## src/rtl/ro_freq_counter.sv

```systemverilog
// ro_freq_counter: measures a ring oscillator by counting rising edges of ro_in
// over a fixed window of clk cycles.
//
// A start pulse in idle latches stage_sel and enables the oscillator. The
// oscillator then runs SETTLE_CYCLES cycles uncounted, followed by a
// GATE_CYCLES-cycle counting window. done then pulses for one cycle, and
// count/overflow hold the window result until the next done.
//
// Ports:
//   clk        system clock, rising edge
//   rst_n      asynchronous active-low reset
//   ro_in      ring-oscillator output, asynchronous to clk
//   start      single-cycle measurement request, honoured only when idle
//   stage_sel  oscillator length select (00=1 .. 11=4 stages), latched on start
//   ro_en      registered oscillator enable code {enable, stage_sel}
//   busy       high from the cycle after an accepted start through done
//   done       one-cycle pulse; count/overflow are valid with it
//   count      rising edges seen in the last window, saturating
//   overflow   last window's count saturated
module ro_freq_counter #(
   parameter int unsigned GATE_CYCLES   = 1024,
   parameter int unsigned SETTLE_CYCLES = 8,
   parameter int unsigned CNT_W         = 16
) (
   input  logic             clk,
   input  logic             rst_n,
   input  logic             ro_in,
   input  logic             start,
   input  logic [1:0]       stage_sel,
   output logic [2:0]       ro_en,
   output logic             busy,
   output logic             done,
   output logic [CNT_W-1:0] count,
   output logic             overflow
);

   localparam int unsigned TMR_MAX = (GATE_CYCLES > SETTLE_CYCLES) ? GATE_CYCLES : SETTLE_CYCLES;
   localparam int unsigned TMR_W   = (TMR_MAX > 1) ? $clog2(TMR_MAX) : 1;

   localparam logic [TMR_W-1:0] SETTLE_LAST = TMR_W'(SETTLE_CYCLES - 1);
   localparam logic [TMR_W-1:0] GATE_LAST   = TMR_W'(GATE_CYCLES - 1);

   typedef enum logic [1:0] {StIdle, StSettle, StGate, StDone} state_e;

   state_e           state_q, state_d;
   logic [TMR_W-1:0] timer_q, timer_d;
   logic [1:0]       sel_q, sel_d;
   logic [CNT_W-1:0] edge_cnt_q, edge_cnt_d;
   logic             edge_ovf_q, edge_ovf_d;
   logic [CNT_W-1:0] count_q, count_d;
   logic             overflow_q, overflow_d;
   logic             done_q, done_d;
   logic             busy_q, busy_d;
   logic [2:0]       ro_en_q, ro_en_d;

   // Two-flop synchronizer plus one delay flop for edge detection.
   logic ro_meta_q, ro_meta_d;
   logic ro_sync_q, ro_sync_d;
   logic ro_dly_q, ro_dly_d;
   logic ro_rise;

   always_comb begin
      ro_meta_d = ro_in;
      ro_sync_d = ro_meta_q;
      ro_dly_d  = ro_sync_q;
   end

   assign ro_rise = ro_sync_q & ~ro_dly_q;

   always_comb begin
      state_d    = state_q;
      timer_d    = timer_q + 1'b1;
      sel_d      = sel_q;
      edge_cnt_d = edge_cnt_q;
      edge_ovf_d = edge_ovf_q;
      count_d    = count_q;
      overflow_d = overflow_q;
      done_d     = 1'b0;

      unique case (state_q)
         StIdle: begin
            timer_d = timer_q;
            if (start) begin
               sel_d      = stage_sel;
               timer_d    = '0;
               edge_cnt_d = '0;
               edge_ovf_d = 1'b0;
               state_d    = StSettle;
            end
         end
         StSettle: begin
            if (timer_q == SETTLE_LAST) begin
               timer_d = '0;
               state_d = StGate;
            end
         end
         StGate: begin
            if (ro_rise) begin
               if (edge_cnt_q == {CNT_W{1'b1}}) begin
                  edge_ovf_d = 1'b1;
               end else begin
                  edge_cnt_d = edge_cnt_q + 1'b1;
               end
            end
            // Results load on the way into DONE so they appear alongside the
            // done pulse and include an edge seen on the final gate cycle.
            if (timer_q == GATE_LAST) begin
               timer_d    = '0;
               state_d    = StDone;
               count_d    = edge_cnt_d;
               overflow_d = edge_ovf_d;
               done_d     = 1'b1;
            end
         end
         StDone: begin
            timer_d = timer_q;
            state_d = StIdle;
         end
         default: begin
            timer_d = '0;
            state_d = StIdle;
         end
      endcase

      // Outputs are registered from the next state, so they line up with the
      // state they describe without any combinational path to the pins.
      busy_d  = (state_d != StIdle);
      ro_en_d = ((state_d == StSettle) || (state_d == StGate)) ? {1'b1, sel_d} : 3'b000;
   end

   always_ff @(posedge clk or negedge rst_n) begin
      if (!rst_n) begin
         state_q    <= StIdle;
         timer_q    <= '0;
         sel_q      <= 2'b00;
         edge_cnt_q <= '0;
         edge_ovf_q <= 1'b0;
         count_q    <= '0;
         overflow_q <= 1'b0;
         done_q     <= 1'b0;
         busy_q     <= 1'b0;
         ro_en_q    <= 3'b000;
         ro_meta_q  <= 1'b0;
         ro_sync_q  <= 1'b0;
         ro_dly_q   <= 1'b0;
      end else begin
         state_q    <= state_d;
         timer_q    <= timer_d;
         sel_q      <= sel_d;
         edge_cnt_q <= edge_cnt_d;
         edge_ovf_q <= edge_ovf_d;
         count_q    <= count_d;
         overflow_q <= overflow_d;
         done_q     <= done_d;
         busy_q     <= busy_d;
         ro_en_q    <= ro_en_d;
         ro_meta_q  <= ro_meta_d;
         ro_sync_q  <= ro_sync_d;
         ro_dly_q   <= ro_dly_d;
      end
   end

   assign ro_en    = ro_en_q;
   assign busy     = busy_q;
   assign done     = done_q;
   assign count    = count_q;
   assign overflow = overflow_q;

endmodule

```

## config.mk

```make
export PLATFORM = sky130hd
export DESIGN_NAME = ro_freq_counter
export DESIGN_NICKNAME = d
export VERILOG_FILES = /design/src/rtl/ro_freq_counter.sv
export SDC_FILE = /design/constraint.sdc
export NUM_CORES = 1
export LEC_CHECK = 0
export BUFFER_PORTS_ARGS = -buffer_cell sky130_fd_sc_hd__buf_2
export CAP_MARGIN = 20
export CORE_UTILIZATION = 48
export CTS_BUF_LIST = sky130_fd_sc_hd__clkbuf_8
export CTS_CLUSTER_SIZE = 20
export DETAILED_ROUTE_END_ITERATION = 8
export PLACE_DENSITY = 0.75
export SYNTH_ARGS = -nofsm -noshare
export SYNTH_HDL_FRONTEND = slang
export SYNTH_SLANG_ARGS = --single-unit
```

## constraint.sdc

```tcl
create_clock -name clk -period 3 [get_ports clk]
set_clock_uncertainty 0.1 [all_clocks]
set_input_delay 0.6 -clock clk [delete_from_list [all_inputs] [get_ports clk]]
set_output_delay 0.6 -clock clk [all_outputs]
set_load 0.02 [all_outputs]
```

==> metrics.md <==
| Metric | Value |
|---|---|
| Status | `completed` |
| Largest net degree at the start of global routing | `30` |
| Critical Path Source Type | `register` |
| Worst-path clk slew | `~0.11 ns` |
| Total global routing overflow | `0` |
| Most frequent cells after synthesis | `dfrtp_1 (56), nand2_1 (44), nand3_1 (24)` |
| Clk buf depth | `2` |
| Crit. End Element | `register` |
| FF+latch count, synth | `56` |
| CTS Buf Count | `5` |
| Netlist cell types | `56` |
| Biggest cell delay along the critical path | `between 0.4 and 0.5 ns` |
| Hold slack | `0.186 ns` |
| # resized after CTS | `0` |
| Final layout net count | `371` |
| Critical path, cell by cell | `inv_1 > ha_1 > nand3_1 > or3_4 > inv_1 > o311ai_0 > ha_1 > and2_1` |
| Top-area cell type share of the netlist area | `between 40% and 50%` |
| DRT Pass-1 Iters | `5` |
| Critical path buffers and inverters | `2` |
| Cells after synthesis | `between 300 and 400` |
| Final setup viols | `0` |
| Final-report hold violation count | `0` |
| Row count | `29` |
| I/O pin cnt | `28` |
| VDD IR-drop max | `a little under 0.0004 V` |
| Leakage | `0.00143 uW` |
| Layout cells sized above 1 | `a little over an eighth` |
| Relative slew slack | `44.8%` |
| Dpl ws | `0.583 ns` |
| Crit Path Max Fanout | `23` |
| Ant diodes | `0` |
| 1st-iter DRT viols | `~340` |
| H-tree depth | `2` |
| CTS tree | `built` |
| IO Port Bufs | `27` |
| Remaining DRCs | `0` |
| Clk root buf | `clkbuf_8` |
| Routed WL per cell | `16.4 um` |
| WP data required | `between 3 and 4 ns` |
| Setup WS post-layout | `a little under 0.6 ns` |
| Initial antenna violation count | `0` |
| Detailed Place HPWL | `5010 um` |
| Final total power | `around 1600 uW` |
| Fill count | `around 580` |
| Postcts setup bufs | `0` |
| Synth area leaders | `dfrtp_1 (45%), nand2_1 (5.3%), nand3_1 (3.8%)` |
| RD Place Congestion | `around 0.90` |
| Synth Flop Type | `dfrtp_1` |
| Period utilisation layout | `80.4%` |
| Die extent in x | `82.9 um` |
| Setup TNS | `0 ns` |
| Crit path kind | `register to register` |
| Synth area leader | `dfrtp_1` |
| Hold Buf Count CTS | `0` |
| Ys Warns | `0` |
| Antenna Nets Post-Route | `0` |
| Minimum clock period after layout | `about 2.4 ns` |
| Count leader, synth | `dfrtp_1` |
| Global-route wire length before repair | `~12000 um` |
| GRT Total Usage | `a little over a fifth` |
| Post-synth ARST share | `100%` |
| Mapped Avg Cell Area | `~9.2 um2` |
| EDFF count, synth | `0` |
| Die H | `roughly 83 um` |
| Max-slew violations | `0` |
| Worst-Margin Slew | `0.817 ns` |
| Skew-Pair Late Insertion Delay | `about 0.33 ns` |
| Synth Net Count | `approximately 360` |
| Area of the die | `between 0.006 and 0.007 mm2` |
| Pwr Density | `approximately 480 mW/mm2` |
| Unrepaired setup endpoints after global routing | `false` |
| HP Class | `input pin to async pin` |
| Clk sinks | `56` |
| Sequential-to-total area share from yosys stat | `roughly 45%` |
| DRT Wirelength | `roughly 7200 um` |
| Max_cap viols | `0` |
| Core area | `about 0.0063 mm2` |
| Vias/cell | `between 6 and 7` |
| P&R area growth vs syn | `8.04%` |
| Cell Area, Synth | `~0.0031 mm2` |
| Worst EP arrival | `2.53 ns` |
| CP top delay family | `simple AND/OR/NAND/NOR gates` |
| Initial Util | `49.5%` |
| Vias in the first global route | `about 2600` |
| Slowest CP cell | `or3_4` |
| Vias | `approximately 2800` |
| Fmax | `roughly 410 MHz` |
## per-stage QoR
stage | utilization, % | cell area (um2) | cells
after detailed placement | 52.1 | 3310 | 428
after floorplan | - | 3140 | 343
after global routing | 53.5 | 3400 | 436
after CTS | 53.5 | 3400 | 436
after global placement | 52.1 | 3310 | 428
final | 53.5 | 3400 | 436
## registers in the layout, indices dropped and copies added (netlist names)
signal      flops
count          16
timer_q        10
state_q         2
edge_ovf_q      1
ro_dly_d        1
edge_cnt_q     16
busy            1
overflow        1
ro_meta_q       1
done            1
sel_q           2
ro_en           3
ro_dly_q        1
## cells in the final DEF, fill, tap and decap left out, types with 7 or more instances in the layout
cell type / n
nor4_1: 7
inv_1: 8
o21ai_0: 19
o211ai_1: 15
nor2_1: 16
a31oi_1: 16
nand3_1: 24
dfrtp_1: 56
a21oi_1: 9
ha_1: 7
nand4_1: 9
or4_1: 14
nand2_1: 44
buf_2: 27
## where the power goes
| group | total [uW] | internal, uW | leakage [uW] | switching, uW |
|---|---|---|---|---|
| Combinational | 362 | 124 | 0.000624 | 238 |
| Clock | 436 | 167 | 0.0000445 | 269 |
| Sequential | 844 | 812 | 0.000761 | 31.8 |
| Total | 1640 | 1100 | 0.00143 | 539 |
## cell families (layout without fill, tap and decap cells)
logic type | count (synthesis) | count (layout) | synth area share, %
mux | 3 | 3 | 1.03
fa+ha+maj | 7 | 7 | 2.79
compound gates | 92 | 92 | 20.0
xor+xnor | 2 | 2 | 0.557
simple gates | 151 | 151 | 26.3
buf+inv | 32 | 48 | 4.74
flops | 56 | 56 | 44.6
## worst register-to-register path, cell delays in order (launching register included)
cell and delay, ns:
dfrtp_1 0.44, inv_1 0.12, ha_1 0.33, nand3_1 0.11, or3_4 0.46, inv_1 0.11
o311ai_0 0.14, ha_1 0.36, and2_1 0.15
## final cells by class
cell class                      count  area (um2)  area share, %
Multi-Input combinational cell    255        1590           46.9
Sequential cell                    56        1400           41.3
Timing Repair Buffer               32         185           5.45
Tap cell                           77        96.3           2.84
Clock buffer                        5        68.8           2.03
Inverter                            8        30.0          0.884
Clock inverter                      3        21.3          0.626
## final timing paths
kind | start | end | slack [ns] | cells past startpoint
setup / recovery | state_q[0] | ro_en[0] | 0.59 | 8
hold / removal | rst_n | count[2] | 0.19 | 1
setup reg to reg | state_q[0] | ro_en[0] | 0.59 | 8
hold reg to reg | ro_meta_q | ro_dly_d | 0.26 | 0
max in group asynchronous | rst_n | timer_q[1] | 2.02 | 2
min in group clk | ro_meta_q | ro_dly_d | 0.26 | 0
## per-layer routing
metal / wire [um] / share of wire [%] / track usage [%] / vias up
li1: - / - / - / 1340
met1: 3170 / 44 / 28.5 / 1330
met2: 3500 / 49 / 37.3 / 108
met3: 375 / 5.2 / 3.48 / 15
met4: 118 / 1.6 / 5.64 / 0
met5: 0 / 0 / 0 / -
Power figures use the tool's default switching activity.
